==> config.mk <==
export PLATFORM = sky130hd
export DESIGN_NAME = serial_code_tx
export DESIGN_NICKNAME = d
export VERILOG_FILES = /design/src/rtl/serial_code_pkg.sv /design/src/rtl/serial_bit_timer.sv /design/src/rtl/serial_code_tx.sv
export SDC_FILE = /design/constraint.sdc
export NUM_CORES = 1
export LEC_CHECK = 0
export CORE_ASPECT_RATIO = 1.2
export CORE_UTILIZATION = 48
export CTS_CLUSTER_SIZE = 30
export DETAILED_ROUTE_END_ITERATION = 16
export GPL_TIMING_DRIVEN = 0
export PLACE_DENSITY = 0.74
export SLEW_MARGIN = 20
export SYNTH_ARGS = -nofsm -noshare
export SYNTH_HDL_FRONTEND = slang
export SYNTH_SLANG_ARGS = --single-unit
==> constraint.sdc <==
create_clock -name clk -period 1.8 [get_ports clk]
set_input_delay 0.54 -clock clk [delete_from_list [all_inputs] [get_ports clk]]
set_output_delay 0.54 -clock clk [all_outputs]
set_load 0.01 [all_outputs]
==> src/rtl/serial_code_pkg.sv <==
// Shared definitions for the keypad-unlock serial code transmitter.
// Optional odd-parity trailer bit is enabled by defining SERIAL_CODE_PARITY_EN.
package serial_code_pkg;

    localparam logic [1:0] ST_IDLE = 2'd0;
    localparam logic [1:0] ST_SEND = 2'd1;
    localparam logic [1:0] ST_GAP  = 2'd2;
    localparam logic [1:0] ST_DONE = 2'd3;

    typedef enum logic [1:0] {
        IDLE = ST_IDLE,
        SEND = ST_SEND,
        GAP  = ST_GAP,
        DONE = ST_DONE
    } state_t;

    localparam logic [4:0] DEFAULT_CODE = 5'b01001;
    localparam logic       IDLE_LEVEL   = 1'b1;

`ifdef SERIAL_CODE_PARITY_EN
    localparam bit PARITY_EN = 1'b1;
`else
    localparam bit PARITY_EN = 1'b0;
`endif

    // Number of bits in one frame: the code plus an optional parity bit.
    function automatic int frame_len(input int code_w, input bit parity_en);
        return parity_en ? code_w + 1 : code_w;
    endfunction

endpackage

==> src/rtl/serial_bit_timer.sv <==
// Bit-period timer: tick marks the last clock cycle of each bit period.
// Holding clear forces the count back to the start of a period.
module serial_bit_timer #(
    parameter int BIT_CYC = 4
) (
    input  logic clk,
    input  logic reset,
    input  logic clear,
    output logic tick
);

    localparam int              CNT_W    = (BIT_CYC > 1) ? $clog2(BIT_CYC) : 1;
    localparam logic [CNT_W-1:0] CNT_LAST = CNT_W'(BIT_CYC - 1);

    logic [CNT_W-1:0] cnt;

    assign tick = (cnt == CNT_LAST);

    // Count cycles within a bit period, wrapping after the last one.
    always_ff @(posedge clk or posedge reset) begin
        if (reset) begin
            cnt <= '0;
        end else if (clear || tick) begin
            cnt <= '0;
        end else begin
            cnt <= cnt + 1'b1;
        end
    end

endmodule

==> src/rtl/serial_code_tx.sv <==
// Bit-serial transmitter for the keypad-unlock code: sends the stored code
// MSB-first on a_out, optionally repeated with idle-high gaps between frames.
// Define SERIAL_CODE_PARITY_EN to append an odd-parity bit to each frame.
module serial_code_tx
    import serial_code_pkg::*;
#(
    parameter int                CODE_W       = 5,
    parameter logic [CODE_W-1:0] DEFAULT_CODE = CODE_W'(serial_code_pkg::DEFAULT_CODE),
    parameter int                BIT_CYC      = 4,
    parameter int                GAP_BITS     = 2
) (
    input  logic              clk,
    input  logic              reset,
    input  logic              start,
    input  logic              abort,
    input  logic              code_load,
    input  logic [CODE_W-1:0] code_in,
    input  logic [3:0]        repeat_n,
    output logic              a_out,
    output logic              busy,
    output logic              done
);

    localparam int FRAME_LEN = frame_len(CODE_W, PARITY_EN);
    localparam int IDX_W     = $clog2(FRAME_LEN);
    localparam int GAP_W     = (GAP_BITS > 1) ? $clog2(GAP_BITS) : 1;

    localparam logic [IDX_W-1:0] IDX_MSB  = IDX_W'(FRAME_LEN - 1);
    localparam logic [GAP_W-1:0] GAP_LAST = GAP_W'(GAP_BITS - 1);

    state_t               state;
    logic [CODE_W-1:0]    code_reg;
    logic [CODE_W-1:0]    load_code;
    logic [FRAME_LEN-1:0] frame_reg;
    logic [FRAME_LEN-1:0] load_frame;
    logic [IDX_W-1:0]     idx;
    logic [GAP_W-1:0]     gap_cnt;
    logic [3:0]           rep_cnt;
    logic                 tick;
    logic                 timer_clear;
    logic                 accepting;

    assign accepting = (state == IDLE) || (state == DONE);

    // A load in the same cycle as start is forwarded into the frame.
    assign load_code = code_load ? code_in : code_reg;

    if (PARITY_EN) begin : g_parity
        assign load_frame = {load_code, ~^load_code};
    end else begin : g_no_parity
        assign load_frame = load_code;
    end

    // Holding the timer clear outside SEND/GAP means every SEND/GAP entry from
    // IDLE/DONE starts a fresh period; SEND<->GAP moves happen on a tick, where
    // the timer has just wrapped.
    assign timer_clear = accepting;

    serial_bit_timer #(
        .BIT_CYC (BIT_CYC)
    ) u_timer (
        .clk   (clk),
        .reset (reset),
        .clear (timer_clear),
        .tick  (tick)
    );

    assign a_out = (state == SEND) ? frame_reg[idx] : IDLE_LEVEL;
    assign busy  = (state == SEND) || (state == GAP);
    assign done  = (state == DONE);

    // Code register: writable only while no transmission is in progress.
    always_ff @(posedge clk or posedge reset) begin
        if (reset) begin
            code_reg <= DEFAULT_CODE;
        end else if (accepting && code_load) begin
            code_reg <= code_in;
        end
    end

    // Frame sequencing: bit index, gap length and repetition count.
    always_ff @(posedge clk or posedge reset) begin
        if (reset) begin
            state     <= IDLE;
            frame_reg <= '0;
            idx       <= '0;
            gap_cnt   <= '0;
            rep_cnt   <= '0;
        end else begin
            case (state)
                IDLE, DONE: begin
                    if (start) begin
                        state     <= SEND;
                        frame_reg <= load_frame;
                        idx       <= IDX_MSB;
                        rep_cnt   <= repeat_n;
                    end else begin
                        state <= IDLE;
                    end
                end
                SEND: begin
                    if (abort) begin
                        state <= IDLE;
                    end else if (tick) begin
                        if (idx == '0) begin
                            if (rep_cnt != 4'd0) begin
                                state   <= GAP;
                                rep_cnt <= rep_cnt - 1'b1;
                                gap_cnt <= '0;
                            end else begin
                                state <= DONE;
                            end
                        end else begin
                            idx <= idx - 1'b1;
                        end
                    end
                end
                GAP: begin
                    if (abort) begin
                        state <= IDLE;
                    end else if (tick) begin
                        if (gap_cnt == GAP_LAST) begin
                            state <= SEND;
                            idx   <= IDX_MSB;
                        end else begin
                            gap_cnt <= gap_cnt + 1'b1;
                        end
                    end
                end
                default: begin
                    state <= IDLE;
                end
            endcase
        end
    end

endmodule

---- After elaboration in Yosys (flattened, before gate mapping) ----
Index checks and enable logic that the tools add are counted.
Widths: inputs -> output; s select.
storage, ports and cells
  bits in registers ....................... 22
  bits of input ports ..................... 14
operators by class
  $add $sub $neg .......................... 4
  $lt $le $gt $ge ......................... 1
  equality and inequality tests ........... 17
  mux-type cells .......................... 36
  reduce and logical (&&, ||, !) cells .... 15
operators with widths
  operator             count
  $mux 3               7
  $mux 4               5
  $mux 2               7
  $reduce_and 7->1     2
  $mux 1               11
  $ne 2x2->1 const B   5
  $ne 3x2->1 const B   3
  $pmux 3 s3           1
  $ne 2x1->1 const B   4
  $pmux 4 s2           1
  $eq 2x2->1 const B   3
  $pmux 2 s3           1
  $reduce_and 6->1     1
  $mux 5               1
  $lt 3x4->1 const B   1
  $reduce_and 4->1     1
  $reduce_bool 2->1    2
  $reduce_bool 4->1    1
  $sub 4x1->4 const B  1
  $bmux 1 s3           1
  $logic_not 3->1      1
  $logic_or 1x1->1     3
  $ne 3x3->1 const B   1
  $sub 3x1->3 const B  1
  other kinds (8)      8

---- Longest topological paths before layout ----
  depth in word-level cells ............... 6
  gate-level depth with buffers ........... 6
  gate-level depth less buffers ........... 6

---- Modules after synthesis ----
Synthesis repeated with hierarchy kept, for this count alone.
second synthesis, totals
  cell total of the unflattened synthesis .. 131
  area, all modules ....................... 1367.6 um^2
modules (own cells, without submodules)
  module            instances  cells an instance  area an instance (um^2)
  serial_code_tx    1          125                1278.7
  serial_bit_timer  1          6                  88.8

---- Worst setup path after synthesis ----
OpenSTA, ideal clock, no wires.
  path type ............................... register -> register
  start point ............................. reg state[0]
  end point ............................... reg rep_cnt[3]
  library setup time ...................... 0.127 ns
  data arrival time ....................... 1.591 ns
  required time ........................... 1.673 ns
  setup slack ............................. 0.082 ns
  cell stages (with the launch flop) ...... 7
  path buffers ............................ 0
  cells stage by stage .................... dfrtp_1 > inv_1 > ha_1 > nor2b_1 > a211oi_2 > nand2_1 > mux2_1
on the way
  cells in the longest elaborated chain, start to end .. 4
  elaborated cells between the ends (all ways) .. 12
ends and longest elaborated chain
  what                                                              line                   source
  start: declaration                                                serial_code_tx.sv:31   state_t state;
  start signal: assignment                                          serial_code_tx.sv:84   state <= IDLE;
  start signal: assignment                                          serial_code_tx.sv:93   state <= SEND;
  start signal: assignment                                          serial_code_tx.sv:98   state <= IDLE;
  $eq 2x2->1 / $logic_not 2->1 (equally long branches)              serial_code_tx.sv:90   case (state)
  $reduce_or 2->1                                                   serial_code_tx.sv:90
  $ne 2x2->1 (no line) / $reduce_bool 2->1 (equally long branches)  n/a
  $reduce_and 6->1 (no line)                                        n/a
  end signal: assignment                                            serial_code_tx.sv:96   rep_cnt <= repeat_n;
  end signal: assignment                                            serial_code_tx.sv:108  rep_cnt <= rep_cnt - 1'b1;
  end: declaration                                                  serial_code_tx.sv:38   logic [3:0] rep_cnt;
Several ways; a longest one is shown, not always the timed one.
A chain may end at the register's enable or synchronous reset.

---- Final worst setup path ----
  start point ............................. reg frame_reg[2]
  end point ............................... out a_out
on the way
  cells in the longest elaborated chain, start to end .. 3
ends and longest elaborated chain
  what                          line                  source
  start: declaration            serial_code_tx.sv:34  logic [FRAME_LEN-1:0] frame_reg;
  start signal: assignment      serial_code_tx.sv:94  frame_reg <= load_frame;
  $bmux 1 s3                    serial_code_tx.sv:68  assign a_out = (state == SEND) ? frame_reg[idx] : IDLE_LEVEL;
  $mux 1 (not written as such)  serial_code_tx.sv:68
  $mux 1                        serial_code_tx.sv:68
  end: declaration              serial_code_tx.sv:19  output logic a_out,
Every way passes these cells. The select of a mux whose other input is x is not followed.

==> run metrics <==
EDFF count, synth 0; via count 1,035; number of top-level pins 17; clock transition at the registers of the reported paths roughly 0.13 ns; pwr dens 1770 mW/mm2; wire per inst 13.80 um; nets@finish between 150 and 200; Synth area leader dfrtp_1; remaining antenna violation count 0; worst path cell trace mux4_2, nand2b_1, o311ai_1, buf_2; Die Y-Extent 58.60 um; Switching Fraction 39.30%; vias in the first global route 989; Sink Count 22; ANT cells 0; Final Cycle Share 114.0%; total track usage 20.35%; layout cells sized above 1 30.57%; Leakage approximately 0.75 nW; reported max-cap violation count 0; outcome complete, but fails checks; initial antenna violation count 0; setup TNS -0.7023 ns; CP max stage delay 0.46 ns; largest net degree at the start of global routing 23; Seq pwr share 30.3%; DPL Wire Length around 1800 um; RSZ-0062 raised after global routing yes; worst path arrival time 1.51 ns; Hold Slack around 0.47 ns; H-tree depth 1; Yosys warnings 0; Slowest-stage cell, CP mux4_2; Switch Pwr 1.171 mW; combinational share of power about 62%; CP max FO 2; Die X 49.17 um; Slew Viols, Final 0; I/O Buffers 15; Slew headroom 45.92%; worst slew pin tran about 0.81 ns; post-route DRC violation count 0; sequential share of the synthesized area 43.16%; # rows 20; FF-to-FF path depth 10; fmax 487.3 MHz; post-layout min period 2.052 ns; die area 0.002881 mm2; maximum VDD drop 1.069 mV; Clock Path Buffers 2; clock latency on the worst-skew pair roughly 0.31 ns; core area 0.002527 mm2; GP Congestion 0.7774; fin cells 190; Yosys reg bits 22; Startpoint Class flop; Worst Setup End Kind primary output; Post-Syn Instances 126; grt total ovfl 0; routed wire length 2622 um; first drt pass iteration count 4; Final Hold Viols 0; Worst Hold Depth 1; Mapped Area between 0.001 and 0.0015 mm2; Tightest Hold Check Type reg2reg; CTS tree done; First DRT Iteration DRCs 29; Initial Util 50.69%; Synth Flop Type dfrtp_1; Data required, critical path 1.26 ns; Placed Cells approximately 170; ranking of synthesized cells by area dfrtp_1, ha_1, mux2i_1, mux2_2, dfstp_2; Synth-to-Final Area Change 31.45%; failing checks setup timing; clock network fraction of design power 7.8%; Syn Nets 150; Synth Area per Inst 10.17 um2; clk_skew 0.01621 ns; clock buffer count from CTS 3; vias per std cell 5.447; ys async rst share 100.0%; library cells used by synthesis 34; first-pass GRT wire length 4395 um; clk root buf clkbuf_4; hold_buf cts 0; slack of the critical path -0.2523 ns; critical setup path kind reg2out; Setup violations, final 6; Int Power 1.809 mW; Synth top area share 39.06%
area by class of cell:
cell class,instances,area (um2)
inverter,10,42.54
multi-input combinational,91,747.0
sequential,22,555.5
clock buffer,4,26.28
timing repair buffer,27,250.2
tap,33,41.29
buffer,3,21.27
fill,207,843.3
layer usage:
layer	global-route usage (%)	up-vias	share of wire, %
li1	-	510	-
met1	22.68	496	41
met2	38.75	23	54
met3	2.326	6	2.7
met4	8.824	0	2.0
met5	0	-	0
power by group through the flow:
stage / registers, mW / clock network, mW / logic [mW]
floorplan: 0.864 / 0 / 0.983
detailed placement: 0.919 / 0 / 1.29
global route: 0.932 / 0.263 / 2.02
finish: 0.903 / 0.233 / 1.84
CTS: 0.894 / 0.240 / 1.68
global placement: 0.902 / 0 / 1.24
critical path, delay by kind of cell (launching register included):
kind | cells | cell delay, ns
compound gates | 1 | 0.09
buf+inv | 1 | 0.15
simple gates | 1 | 0.08
flops | 1 | 0.42
mux | 1 | 0.46
worst paths after layout:
check                               start              to  slack, ns
max in group asynchronous           reset        state[0]       0.58
max                          frame_reg[2]           a_out      -0.25
max reg2reg                      state[0]      rep_cnt[0]      -0.11
min in group asynchronous           reset  u_timer.cnt[1]       0.67
min reg2reg                u_timer.cnt[0]  u_timer.cnt[0]       0.47
min                        u_timer.cnt[0]  u_timer.cnt[0]       0.47
synthesized netlist by cell type (3+ instances only):
cell	count
dfrtp_1	20
nor2_1	6
nor3_1	3
a21oi_1	5
inv_1	10
nand3_1	3
mux2i_1	7
mux2_2	5
nand2_1	11
a31oi_1	4
ha_1	10
nand2b_1	7
o21ai_0	9
stage by stage:
step	worst slack [ns]	total power [mW]	area (um2)	util, %
5_1_grt	-0.3416	3.212	1684	66.63
6_report	-0.2523	2.980	1684	66.63
3_5_place_dp	-0.4879	2.207	1473	58.27
3_3_place_gp	-0.4851	2.144	1473	58.27
2_1_floorplan	0.08208	1.848	1281	-
4_1_cts	-0.2693	2.817	1625	64.31
what timing repair did:
item	in CTS	in global routing
gates cloned	0	0
setup endpoints to repair	8	15
buffers inserted	10	2
resized for setup	33	16
pin swaps	3	4
logic make-up after synthesis:
family | share of synthesized area, %
and+or+nand+nor | 14.94
AOI/OAI and AO/OA | 14.94
DFF | 43.16
muxes | 12.50
buffers and inverters | 4.004
adders and majority gates | 9.766
xor gates and xnor gates | 0.6837
cell usage in the layout (no fill, tap or decap), drive strengths merged, types with 2 or more instances in the layout:
| cell type | n |
|---|---|
| nand2b | 7 |
| a211oi | 2 |
| dfstp | 2 |
| a21oi | 6 |
| ha | 10 |
| mux2i | 7 |
| a31oi | 4 |
| nor2 | 6 |
| and2 | 2 |
| dfrtp | 20 |
| a41oi | 2 |
| o21ai | 9 |
| inv | 10 |
| nand2 | 11 |
| clkdlybuf4s50 | 12 |
| nand3 | 3 |
| clkbuf | 4 |
| mux2 | 6 |
| nor3 | 3 |
| buf | 18 |
| nand3b | 2 |
Power figures use the tool's default switching activity.
